## config.mk

```make
export PLATFORM = sky130hd
export DESIGN_NAME = game_state_ctrl_flat
export DESIGN_NICKNAME = d
export VERILOG_FILES = /design/src/rtl/game_pkg.sv /design/src/rtl/game_state_ctrl_if.sv /design/src/rtl/key_debounce.sv /design/src/rtl/game_state_ctrl.sv /design/src/flat_wrapper.sv
export SDC_FILE = /design/constraint.sdc
export NUM_CORES = 1
export LEC_CHECK = 0
export BUFFER_PORTS_ARGS = -buffer_cell sky130_fd_sc_hd__buf_4
export CAP_MARGIN = 20
export CORE_MARGIN = 2
export CORE_UTILIZATION = 55
export DETAILED_ROUTE_END_ITERATION = 12
export PLACE_DENSITY = 0.75
export SLEW_MARGIN = 20
export SYNTH_ARGS = -nofsm -noshare
export SYNTH_HDL_FRONTEND = slang
export SYNTH_SLANG_ARGS = --single-unit
```

## constraint.sdc

```tcl
create_clock -name Clk -period 1.75 [get_ports Clk]
set_input_delay 0 -clock Clk [delete_from_list [all_inputs] [get_ports Clk]]
set_output_delay 0 -clock Clk [all_outputs]
set_load 0.005 [all_outputs]
```

## src/rtl/game_pkg.sv

```systemverilog
// Shared types and default constants for the game-state controller.
// Latency: n/a (types and constants only).
// Backpressure: n/a.
package game_pkg;

  typedef enum logic [1:0] {
    IDLE   = 2'd0,
    PLAY   = 2'd1,
    PAUSED = 2'd2,
    OVER   = 2'd3
  } game_state_t;

  typedef logic [1:0] lives_t;

  localparam int DEF_DEBOUNCE_CYCLES  = 250000;
  localparam int DEF_START_LIVES      = 3;
  localparam int DEF_BLINK_FRAMES     = 30;
  localparam int DEF_OVER_HOLD_FRAMES = 120;

endpackage

```

## src/rtl/game_state_ctrl_if.sv

```systemverilog
// Signal bundle between the game environment and the state controller.
// Latency: n/a (wiring only).
// Backpressure: none; frame_start and ball_lost are single-cycle pulses.
// Ports: frame_start, key_pause, key_start, ball_lost toward the controller;
//        Pause, endGame, run, lives back from it.
interface game_state_ctrl_if;
  import game_pkg::*;

  logic   frame_start;
  logic   key_pause;
  logic   key_start;
  logic   ball_lost;
  logic   Pause;
  logic   endGame;
  logic   run;
  lives_t lives;

  // environment / game-logic side
  modport master (
    output frame_start, key_pause, key_start, ball_lost,
    input  Pause, endGame, run, lives
  );

  // controller side
  modport slave (
    input  frame_start, key_pause, key_start, ball_lost,
    output Pause, endGame, run, lives
  );

endinterface

```

## src/rtl/key_debounce.sv

```systemverilog
// Key conditioner: 2-flop synchronizer, debounce counter, rising-edge press pulse.
// Latency: raw edge -> press pulse = 2 + DEBOUNCE_CYCLES + 1 cycles.
// Backpressure: none; press is a one-cycle pulse.
// Ports: Clk, Reset (sync, active-high), key (raw async level), press (pulse out).
module key_debounce #(
  parameter int DEBOUNCE_CYCLES = game_pkg::DEF_DEBOUNCE_CYCLES
) (
  input  logic Clk,
  input  logic Reset,
  input  logic key,
  output logic press
);

  localparam int CW = $clog2(DEBOUNCE_CYCLES + 1);
  localparam logic [CW-1:0] LAST = CW'(DEBOUNCE_CYCLES - 1);

  logic [1:0]    sync;
  logic          level;
  logic          level_q;
  logic [CW-1:0] cnt;

  always_ff @(posedge Clk) begin
    if (Reset) begin
      sync    <= '0;
      level   <= 1'b0;
      level_q <= 1'b0;
      cnt     <= '0;
      press   <= 1'b0;
    end else begin
      sync    <= {sync[0], key};
      level_q <= level;
      press   <= level & ~level_q;
      // Count consecutive samples that disagree with the accepted level;
      // any agreeing sample (a bounce back) restarts the count.
      if (sync[1] != level) begin
        if (cnt == LAST) begin
          level <= sync[1];
          cnt   <= '0;
        end else begin
          cnt <= cnt + 1'b1;
        end
      end else begin
        cnt <= '0;
      end
    end
  end

endmodule

```

## src/rtl/game_state_ctrl.sv

```systemverilog
// Frame-synchronous IDLE/PLAY/PAUSED/OVER controller driving overlay and run enables.
// Latency: outputs registered, change the cycle after the committing frame_start;
//          lives changes the cycle after ball_lost.
// Backpressure: none; key requests are held pending until the next frame_start.
// Ports: Clk, Reset (sync, active-high), bus (slave modport of game_state_ctrl_if).
module game_state_ctrl
  import game_pkg::*;
#(
  parameter int DEBOUNCE_CYCLES  = DEF_DEBOUNCE_CYCLES,
  parameter int START_LIVES      = DEF_START_LIVES,
  parameter int BLINK_FRAMES     = DEF_BLINK_FRAMES,
  parameter int OVER_HOLD_FRAMES = DEF_OVER_HOLD_FRAMES
) (
  input logic              Clk,
  input logic              Reset,
  game_state_ctrl_if.slave bus
);

  localparam logic [1:0] ST_IDLE   = 2'(IDLE);
  localparam logic [1:0] ST_PLAY   = 2'(PLAY);
  localparam logic [1:0] ST_PAUSED = 2'(PAUSED);
  localparam logic [1:0] ST_OVER   = 2'(OVER);

  localparam int BW = $clog2(2 * BLINK_FRAMES + 1);
  localparam int HW = $clog2(OVER_HOLD_FRAMES + 1);
  localparam logic [BW-1:0] BLINK_HALF = BW'(BLINK_FRAMES);
  localparam logic [BW-1:0] BLINK_LAST = BW'(2 * BLINK_FRAMES - 1);
  localparam logic [HW-1:0] HOLD_MAX   = HW'(OVER_HOLD_FRAMES);
  localparam lives_t        LIVES_INIT = lives_t'(START_LIVES);

  logic          press_pause, press_start;
  logic [1:0]    state, state_nx;
  lives_t        lives_q, lives_nx;
  logic [BW-1:0] blink_cnt, blink_nx;
  logic [HW-1:0] hold_cnt, hold_nx;
  logic          pend_pause, pend_pause_nx;
  logic          pend_start, pend_start_nx;
  logic          start_ok;
  logic          pause_q, pause_nx;
  logic          endgame_q, endgame_nx;
  logic          run_q, run_nx;

  key_debounce #(.DEBOUNCE_CYCLES(DEBOUNCE_CYCLES)) u_db_pause (
    .Clk   (Clk),
    .Reset (Reset),
    .key   (bus.key_pause),
    .press (press_pause)
  );

  key_debounce #(.DEBOUNCE_CYCLES(DEBOUNCE_CYCLES)) u_db_start (
    .Clk   (Clk),
    .Reset (Reset),
    .key   (bus.key_start),
    .press (press_start)
  );

  always_comb begin
    state_nx = state;
    lives_nx = lives_q;
    blink_nx = blink_cnt;
    hold_nx  = hold_cnt;

    case (state)
      ST_IDLE: begin
        if (bus.frame_start && pend_start) begin
          lives_nx = LIVES_INIT;
          state_nx = ST_PLAY;
        end
      end
      ST_PLAY: begin
        if (bus.ball_lost && (lives_q != '0))
          lives_nx = lives_q - 1'b1;
        if (bus.frame_start) begin
          if (lives_q == '0) begin
            state_nx = ST_OVER;
            hold_nx  = '0;
          end else if (pend_pause && (lives_nx != '0)) begin
            // a ball lost on this very cycle that empties lives blocks the
            // pause; OVER is taken at the following frame instead
            state_nx = ST_PAUSED;
            blink_nx = '0;
          end
        end
      end
      ST_PAUSED: begin
        if (bus.frame_start) begin
          if (pend_pause)
            state_nx = ST_PLAY;
          else
            blink_nx = (blink_cnt == BLINK_LAST) ? '0 : blink_cnt + 1'b1;
        end
      end
      default: begin  // ST_OVER
        if (bus.frame_start) begin
          if ((hold_cnt == HOLD_MAX) && pend_start) begin
            lives_nx = LIVES_INIT;
            state_nx = ST_PLAY;
          end else if (hold_cnt != HOLD_MAX) begin
            hold_nx = hold_cnt + 1'b1;
          end
        end
      end
    endcase

    // Start presses during the OVER hold-off are dropped on arrival.
    start_ok = !((state_nx == ST_OVER) && (hold_nx != HOLD_MAX));

    // frame_start consumes the flags; a press on that same cycle is kept
    // fresh so it is examined at the following frame.
    pend_pause_nx = bus.frame_start ? press_pause : (pend_pause | press_pause);
    pend_start_nx = (bus.frame_start ? press_start : (pend_start | press_start)) & start_ok;

    run_nx     = (state_nx == ST_PLAY) && (lives_nx != '0);
    pause_nx   = (state_nx == ST_PAUSED) && (blink_nx < BLINK_HALF);
    endgame_nx = (state_nx == ST_OVER);
  end

  always_ff @(posedge Clk) begin
    if (Reset) begin
      state      <= ST_IDLE;
      lives_q    <= LIVES_INIT;
      blink_cnt  <= '0;
      hold_cnt   <= '0;
      pend_pause <= 1'b0;
      pend_start <= 1'b0;
      pause_q    <= 1'b0;
      endgame_q  <= 1'b0;
      run_q      <= 1'b0;
    end else begin
      state      <= state_nx;
      lives_q    <= lives_nx;
      blink_cnt  <= blink_nx;
      hold_cnt   <= hold_nx;
      pend_pause <= pend_pause_nx;
      pend_start <= pend_start_nx;
      pause_q    <= pause_nx;
      endgame_q  <= endgame_nx;
      run_q      <= run_nx;
    end
  end

  assign bus.Pause   = pause_q;
  assign bus.endGame = endgame_q;
  assign bus.run     = run_q;
  assign bus.lives   = lives_q;

endmodule

```

## src/flat_wrapper.sv

```systemverilog
// flat-port wrapper written by rule: the top's interface ports become plain ports
module game_state_ctrl_flat import game_pkg::*;
#(
  parameter int DEBOUNCE_CYCLES  = DEF_DEBOUNCE_CYCLES,
  parameter int START_LIVES      = DEF_START_LIVES,
  parameter int BLINK_FRAMES     = DEF_BLINK_FRAMES,
  parameter int OVER_HOLD_FRAMES = DEF_OVER_HOLD_FRAMES
)
  (Clk, Reset, bus_frame_start, bus_key_pause, bus_key_start, bus_ball_lost, bus_Pause, bus_endGame, bus_run, bus_lives);
  game_state_ctrl_if bus_i ();
  input logic Clk;
  input logic Reset;
  input wire logic [$bits(bus_i.frame_start)-1:0] bus_frame_start;
  input wire logic [$bits(bus_i.key_pause)-1:0] bus_key_pause;
  input wire logic [$bits(bus_i.key_start)-1:0] bus_key_start;
  input wire logic [$bits(bus_i.ball_lost)-1:0] bus_ball_lost;
  output wire logic [$bits(bus_i.Pause)-1:0] bus_Pause;
  output wire logic [$bits(bus_i.endGame)-1:0] bus_endGame;
  output wire logic [$bits(bus_i.run)-1:0] bus_run;
  output wire logic [$bits(bus_i.lives)-1:0] bus_lives;
  assign bus_i.frame_start = bus_frame_start;
  assign bus_i.key_pause = bus_key_pause;
  assign bus_i.key_start = bus_key_start;
  assign bus_i.ball_lost = bus_ball_lost;
  assign bus_Pause = bus_i.Pause;
  assign bus_endGame = bus_i.endGame;
  assign bus_run = bus_i.run;
  assign bus_lives = bus_i.lives;
  game_state_ctrl #(.DEBOUNCE_CYCLES(DEBOUNCE_CYCLES), .START_LIVES(START_LIVES), .BLINK_FRAMES(BLINK_FRAMES), .OVER_HOLD_FRAMES(OVER_HOLD_FRAMES)) u_core (.Clk(Clk), .Reset(Reset), .bus(bus_i));
endmodule
```

======== Yosys cells after proc, flatten, opt, wreduce, memory -nomap -nowiden ========
Cells that the tools add are included.
storage, ports and cells
  bits in read-only memories .............. 0
  register bits after elaboration ......... 68
  output and inout port bits .............. 5
  memory bits (writable) .................. 0
  bits in latches ......................... 0
  input port bits ......................... 6
  memories kept ........................... 0
  word-level logic and storage cells ...... 95
operators by class
  magnitude comparators ................... 1
  eq/ne operators ......................... 13
  divide/modulo/power cells ............... 0
  shift operators ......................... 0
  muxes and demuxes ....................... 30
  bitwise logic cells ..................... 9
  $add $sub $neg .......................... 5
  multipliers ............................. 0
  reductions and logical operators ........ 18
operators by type and width
  cell                   count
  $add 18x1->18 const B  2
  $eq 18x18->1 const B   2
  $mux 6                 6
  $mux 7                 5
  $mux 2                 13
  $ne 7x7->1 const B     2
  $pmux 7 s2             1
  $pmux 2 s3             2
  $pmux 6 s2             1
  $add 7x1->7 const B    1
  $eq 7x7->1 const B     1
  $logic_and 1x1->1      7
  $add 6x1->6 const B    1
  $eq 2x2->1 const B     3
  $eq 6x6->1 const B     1
  $lt 6x5->1 const B     1
  $reduce_bool 2->1      3
  $reduce_or 3->1        2
  $eq 2x1->1 const B     2
  $logic_not 2->1        2
  $not 1->1              4
  $reduce_and 2->1       2
  $and 1x1->1            3
  $mux 1                 2
  other kinds (5)        7

======== Depth between registers and ports, before layout ========
  word-level depth ........................ 14
  gate-level depth with buffers ........... 9
  mapped depth without buffers ............ 8

======== Cells and area by module ========
From an unflattened synthesis, not the netlist that was laid out.
unflattened totals
  cells, all modules ...................... 411
  area total of the unflattened synthesis .. 3580.9 um2
by module, submodules not included
  module           area an instance (um2)  seq. area each (um2)  instances  cells an instance
  key_debounce     989.7                   460.4                 2          106
  game_state_ctrl  1601.5                  440.4                 1          199

======== Worst setup path before layout ========
Ideal clock, no wire load.
  path type ............................... flip-flop to flip-flop
  from .................................... register u_core.state[0]
  to ...................................... register u_core.pause_q (netlist: u_core.bus.Pause)
  data required time ...................... 1.624 ns
  clock period less this slack ............ 1.897 ns
  setup time .............................. 0.126 ns
  slack ................................... -0.147 ns
  stages on the path, launching flop included .. 10
  data arrival time ....................... 1.770 ns
  path through ............................ dfxtp_1 > inv_1 > ha_1 > clkbuf_1 > a21boi_0 > o31ai_1 > nand2_1 > a21oi_1 > nor2_1 > nor4bb_1
between the ends
  word-level cells in the longest chain between the ends .. 6
RTL lines
  item                                                                RTL line                RTL
  start: declaration                                                  game_state_ctrl.sv:32   logic [1:0] state, state_nx;
  start signal: assignment                                            game_state_ctrl.sv:130  state <= state_nx;
  parallel branches: the longest is 5 deep, another holds $lt 6x5->1  -
  $logic_and 1x1->1 (*)                                               game_state_ctrl.sv:114  pause_nx = (state_nx == ST_PAUSED) && (blink_nx < BLINK_HALF);
  end signal: assignment                                              game_state_ctrl.sv:136  pause_q <= pause_nx;
  end: declaration                                                    game_state_ctrl.sv:39   logic pause_q, pause_nx;
Every way passes the cells marked *.
A chain may end at the register's enable or synchronous reset.

======== Worst setup path in the final report ========
  from .................................... register u_core.state[0]
  to ...................................... register u_core.run_q (netlist: u_core.bus.run)
between the ends
  word-level cells in the longest chain between the ends .. 6
RTL lines
  item                    RTL line                RTL
  $mux 2                  game_state_ctrl.sv:77   end else if (pend_pause && (lives_nx != '0)) begin
  $mux 2                  game_state_ctrl.sv:74   if (lives_q == '0) begin
  $mux 2                  game_state_ctrl.sv:73   if (bus.frame_start) begin
  $pmux 2 s3              game_state_ctrl.sv:63   case (state)
  $eq 2x1->1              game_state_ctrl.sv:113  run_nx = (state_nx == ST_PLAY) && (lives_nx != '0);
  $logic_and 1x1->1 (*)   game_state_ctrl.sv:113
  end signal: assignment  game_state_ctrl.sv:138  run_q <= run_nx;
  end: declaration        game_state_ctrl.sv:41   logic run_q, run_nx;
Every way passes the cells marked *; elsewhere a longest branch is shown, timed or not.

==> flow_metrics.py <==
metrics = {
    "status": {
        "status": "finished with violations",
        "failed_checks": "setup timing",
    },
    "finish": {
        "mostFrequentLayoutCell": "sky130_fd_sc_hd__buf_4",
        "fin_area_um2": 4350,
        "layout_common_cells": "68 x sky130_fd_sc_hd__buf_4, 64 x sky130_fd_sc_hd__dfxtp_1, 59 x sky130_fd_sc_hd__nor2_1, 25 x sky130_fd_sc_hd__nand3_1, 19 x sky130_fd_sc_hd__xnor2_1",
        "antenna_cells_inserted": 0,
        "areaGrowthSynthToFinish_pct": 33.9,
        "drive_gt1_share_pct": 31.9,
        "final_nets": 466,
    },
    "placed_design": {
        "placed_cell_area_um2": 3740,
        "post-dp-hpwl_um": 4860,
        "io_buffer_count": 10,
        "finalWeightedCongestion": 0.904,
        "preCtsSetupSlack_ns": -0.128,
    },
    "synthesis": {
        "synth_enable_flop_cells": 0,
        "syn-cell-area_um2": 3240,
        "synthArstFlopShare_pct": 0,
        "synth_cells": 377,
        "avgSynthCellArea_um2": 8.61,
        "ys_dominant_reg_cell": "sky130_fd_sc_hd__dfxtp_1",
        "post_synth_num_cell_types": 55,
        "syn_nets": 393,
        "postSynthRegisterBits": 68,
        "yosys_warnings": 0,
        "yosysSeqAreaShare_pct": 42.0,
    },
    "setup_path": {
        "worstReg2RegEnd": "u_core.bus.run",
        "kind_of_launch_point_of_the_worst_setup_path": "register",
        "critical_path_required_ns": 2.02,
        "timing.critical_path.to": "u_core.bus.run",
        "r2r_cells": 9,
        "crit_type": "register to register",
        "worstSetupStartpoint": "u_core.state[0]",
        "critical_path_arrival_ns": 2.23,
        "worstSetupEndpointType": "register",
        "critPathMaxFanout": 4,
        "setup.reg_to_reg.worst_slack_ns": -0.20,
        "worst_r2r_startpoint": "u_core.state[0]",
    },
    "routing": {
        "postRouteAntennaNets": 0,
        "vias_after_detailed_routing": 2994,
        "detailedRoute.firstIterationViolations": 200,
        "routed_wire_length_per_instance_um": 15.2,
        "route.final.wire_length_um": 8010,
        "post-route-drc-count": 0,
        "via_per_inst": 5.68,
        "drt_pass1_iterations": 4,
    },
    "floorplan": {
        "die_w_um": 80.8,
        "die_h_um": 80.8,
        "dieArea_um2": 6530,
        "ios": 11,
        "std_cell_rows": 27,
        "start_util_pct": 57.9,
        "placeableCoreArea_um2": 5610,
    },
    "power_and_ir_drop": {
        "switchingPower_w": 0.000629,
        "comb_power_share_pct": 2.0,
        "p_seq_share_pct": 52.9,
        "total_leakage_power_nw": 1.59,
        "netSwitchingFraction_pct": 21.5,
        "p_clk_share_pct": 45.1,
        "power_density_nw_per_um2": 674,
        "intPower_w": 0.00230,
        "max-vdd-ir-drop_v": 0.000671,
    },
    "clock_network": {
        "cts_max_path_buffers": 2,
        "path_clk_slew_ns": 0.07,
        "worst_skew_pair.late_latency_ns": 0.34,
        "ctsHtreeMaxLevel": 3,
        "cts_root_buf": "sky130_fd_sc_hd__clkbuf_8",
        "total_clock_buffers_created_by_cts": 9,
        "cts_num_sinks": 68,
        "cts_tree": "yes",
    },
    "timing": {
        "fin_crit_ns": 1.95,
        "fin_worst_hold_slack_ns": 0.0557,
        "report.final.setup_viol": 10,
        "final.setup.worst_slack_ns": -0.203,
        "fin_tns_setup_ns": -1.10,
        "maxClockFrequency_mhz": 512,
        "timing_worst_slew_pin_value_ns": 0.437,
        "skew_ns": 0.00746,
        "slew_headroom_pct": 70.7,
        "rsz0062_at_grt": "yes",
        "timing.final.max_slew_violations": 0,
        "period_share_pct": 112,
        "hold_viol_final": 0,
    },
    "global_route": {
        "first_pass_grt_wire_length_um": 12400,
        "grt_max_degree": 31,
        "overflow": 0,
        "first_global_vias": 2866,
        "grt_usage_pct": 24.5,
        "grt_antenna_before_repair": 0,
    },
    "min_path": {
        "whs_path_depth": 3,
        "hp-class": "primary input to register",
    },
    "run": {
        "maxCapViolations": 0,
    },
}
[power by group through the flow]
| stage | logic, W | clock network, W | registers (W) |
|---|---|---|---|
| floorplan | 0.0000321 | 0 | 0.00159 |
| global placement | 0.0000471 | 0 | 0.00159 |
| detailed placement | 0.0000478 | 0 | 0.00159 |
| CTS | 0.0000525 | 0.00133 | 0.00155 |
| global route | 0.0000620 | 0.00140 | 0.00155 |
| finish | 0.0000572 | 0.00132 | 0.00155 |
[logic make-up (layout without fill, tap and decap cells)]
logic type | after synthesis | after routing | synth area share (%)
simple gates | 180 | 180 | 28.7
compound gates | 50 | 50 | 10.5
flops | 68 | 68 | 42.0
xor+xnor | 36 | 36 | 9.72
fa+ha+maj | 10 | 10 | 3.86
buf+inv | 28 | 106 | 3.74
mux | 5 | 5 | 1.58
[state kept, by name (all words and copies together), names as in the netlist]
register and count:
u_core.u_db_pause.cnt 18, u_core.state 2, u_core.bus.run 1, u_core.u_db_pause.press 1, u_core.u_db_pause.level_q 1, u_core.bus.Pause 1, u_core.blink_cnt 6, u_core.u_db_start.level_q 1
u_core.pend_start 1, u_core.pend_pause 1, u_core.bus.lives 2, u_core.bus.endGame 1, u_core.u_db_pause.level 1, u_core.hold_cnt 7, u_core.u_db_start.cnt 18, u_core.u_db_start.press 1
u_core.u_db_start.level 1, u_core.u_db_pause.sync 2, u_core.u_db_start.sync 2
[per-layer routing]
layer	vias up	share of wire (%)	GRT usage, %	routed length, um
met5	-	0	0	0
met4	0	2.8	10.5	225
met3	26	4.1	6.67	332
met2	77	50	42.1	4010
met1	1421	43	28.8	3450
li1	1470	-	-	-
[worst max-delay path, stage by stage, from the launching register on]
cell                         delay [ns]
sky130_fd_sc_hd__dfxtp_4           0.37
sky130_fd_sc_hd__clkinvlp_4        0.12
sky130_fd_sc_hd__buf_4             0.16
sky130_fd_sc_hd__ha_4              0.16
sky130_fd_sc_hd__a21boi_1          0.13
sky130_fd_sc_hd__o31ai_2           0.30
sky130_fd_sc_hd__nand2_1           0.14
sky130_fd_sc_hd__a21oi_4           0.21
sky130_fd_sc_hd__buf_6             0.13
sky130_fd_sc_hd__and3_1            0.17
[synthesized netlist by cell type (2+ instances only)]
master                      n  area share (%)
sky130_fd_sc_hd__a211oi_1   2            0.46
sky130_fd_sc_hd__a21boi_0   3            0.69
sky130_fd_sc_hd__a21oi_1   16             2.5
sky130_fd_sc_hd__a31oi_1    5            0.96
sky130_fd_sc_hd__and3_1     7             1.3
sky130_fd_sc_hd__and4_1     4             1.1
sky130_fd_sc_hd__and4b_1    3            0.93
sky130_fd_sc_hd__buf_2      7             1.1
sky130_fd_sc_hd__buf_4      2            0.46
sky130_fd_sc_hd__clkbuf_1   5            0.58
sky130_fd_sc_hd__dfxtp_1   68              42
sky130_fd_sc_hd__ha_1      10             3.9
sky130_fd_sc_hd__inv_1     13             1.5
sky130_fd_sc_hd__mux2i_1    4             1.2
sky130_fd_sc_hd__nand2_1   21             2.4
sky130_fd_sc_hd__nand2b_1   4            0.77
sky130_fd_sc_hd__nand3_1   26             4.0
sky130_fd_sc_hd__nand3b_1   2            0.46
sky130_fd_sc_hd__nand4_1    9             1.7
sky130_fd_sc_hd__nand4b_1   2            0.54
sky130_fd_sc_hd__nor2_1    61             7.1
sky130_fd_sc_hd__nor2b_1    8             1.5
sky130_fd_sc_hd__nor3_1    10             1.5
sky130_fd_sc_hd__nor4_1     6             1.2
sky130_fd_sc_hd__nor4b_1    4             1.1
sky130_fd_sc_hd__o211ai_1   2            0.46
sky130_fd_sc_hd__o21a_1     3            0.69
sky130_fd_sc_hd__o21ai_0    3            0.46
sky130_fd_sc_hd__o31ai_1    2            0.46
sky130_fd_sc_hd__or2_2      3            0.58
sky130_fd_sc_hd__or3_1      4            0.77
sky130_fd_sc_hd__xnor2_1   20             5.4
sky130_fd_sc_hd__xor2_1    16             4.3
[timing repair]
item | in CTS | in global routing
endpoints found under the hold margin | 2 | 0
hold buffers | 2 | 0
endpoints found under the setup margin | 8 | 42
pin swaps | 18 | 19
setup buffers | 9 | 9
gates resized for setup | 29 | 27
[per-stage QoR]
step / util [%] / power, W / cells
after floorplan: - / 0.00162 / 377
after global placement: 66.6 / 0.00163 / 491
after detailed placement: 66.6 / 0.00163 / 491
after CTS: 74.0 / 0.00294 / 518
after global routing: 77.5 / 0.00302 / 527
final: 77.5 / 0.00293 / 527
[worst min-delay path by stage]
stage | slack, ns | to | start
final | 0.06 | u_core.hold_cnt[0] | bus_frame_start
after global routing | 0.06 | u_core.hold_cnt[0] | bus_frame_start
after CTS | 0.03 | u_core.hold_cnt[0] | bus_frame_start
after detailed placement | 0.22 | u_core.u_db_start.sync[0] | bus_key_start
after global placement | 0.21 | u_core.u_db_pause.sync[0] | bus_key_pause
after floorplan | 0.13 | u_core.u_db_pause.sync[0] | bus_key_pause
[area by class of cell]
class	count	area [um2]
Fill cell	369	1260
Clock buffer	12	155
Multi-Input combinational cell	281	2010
Sequential cell	68	1370
Clock inverter	4	46.3
Inverter	14	58.8
Timing Repair Buffer	76	607
Tap cell	72	90.1
Note: power is estimated with default switching activity, not from simulation.
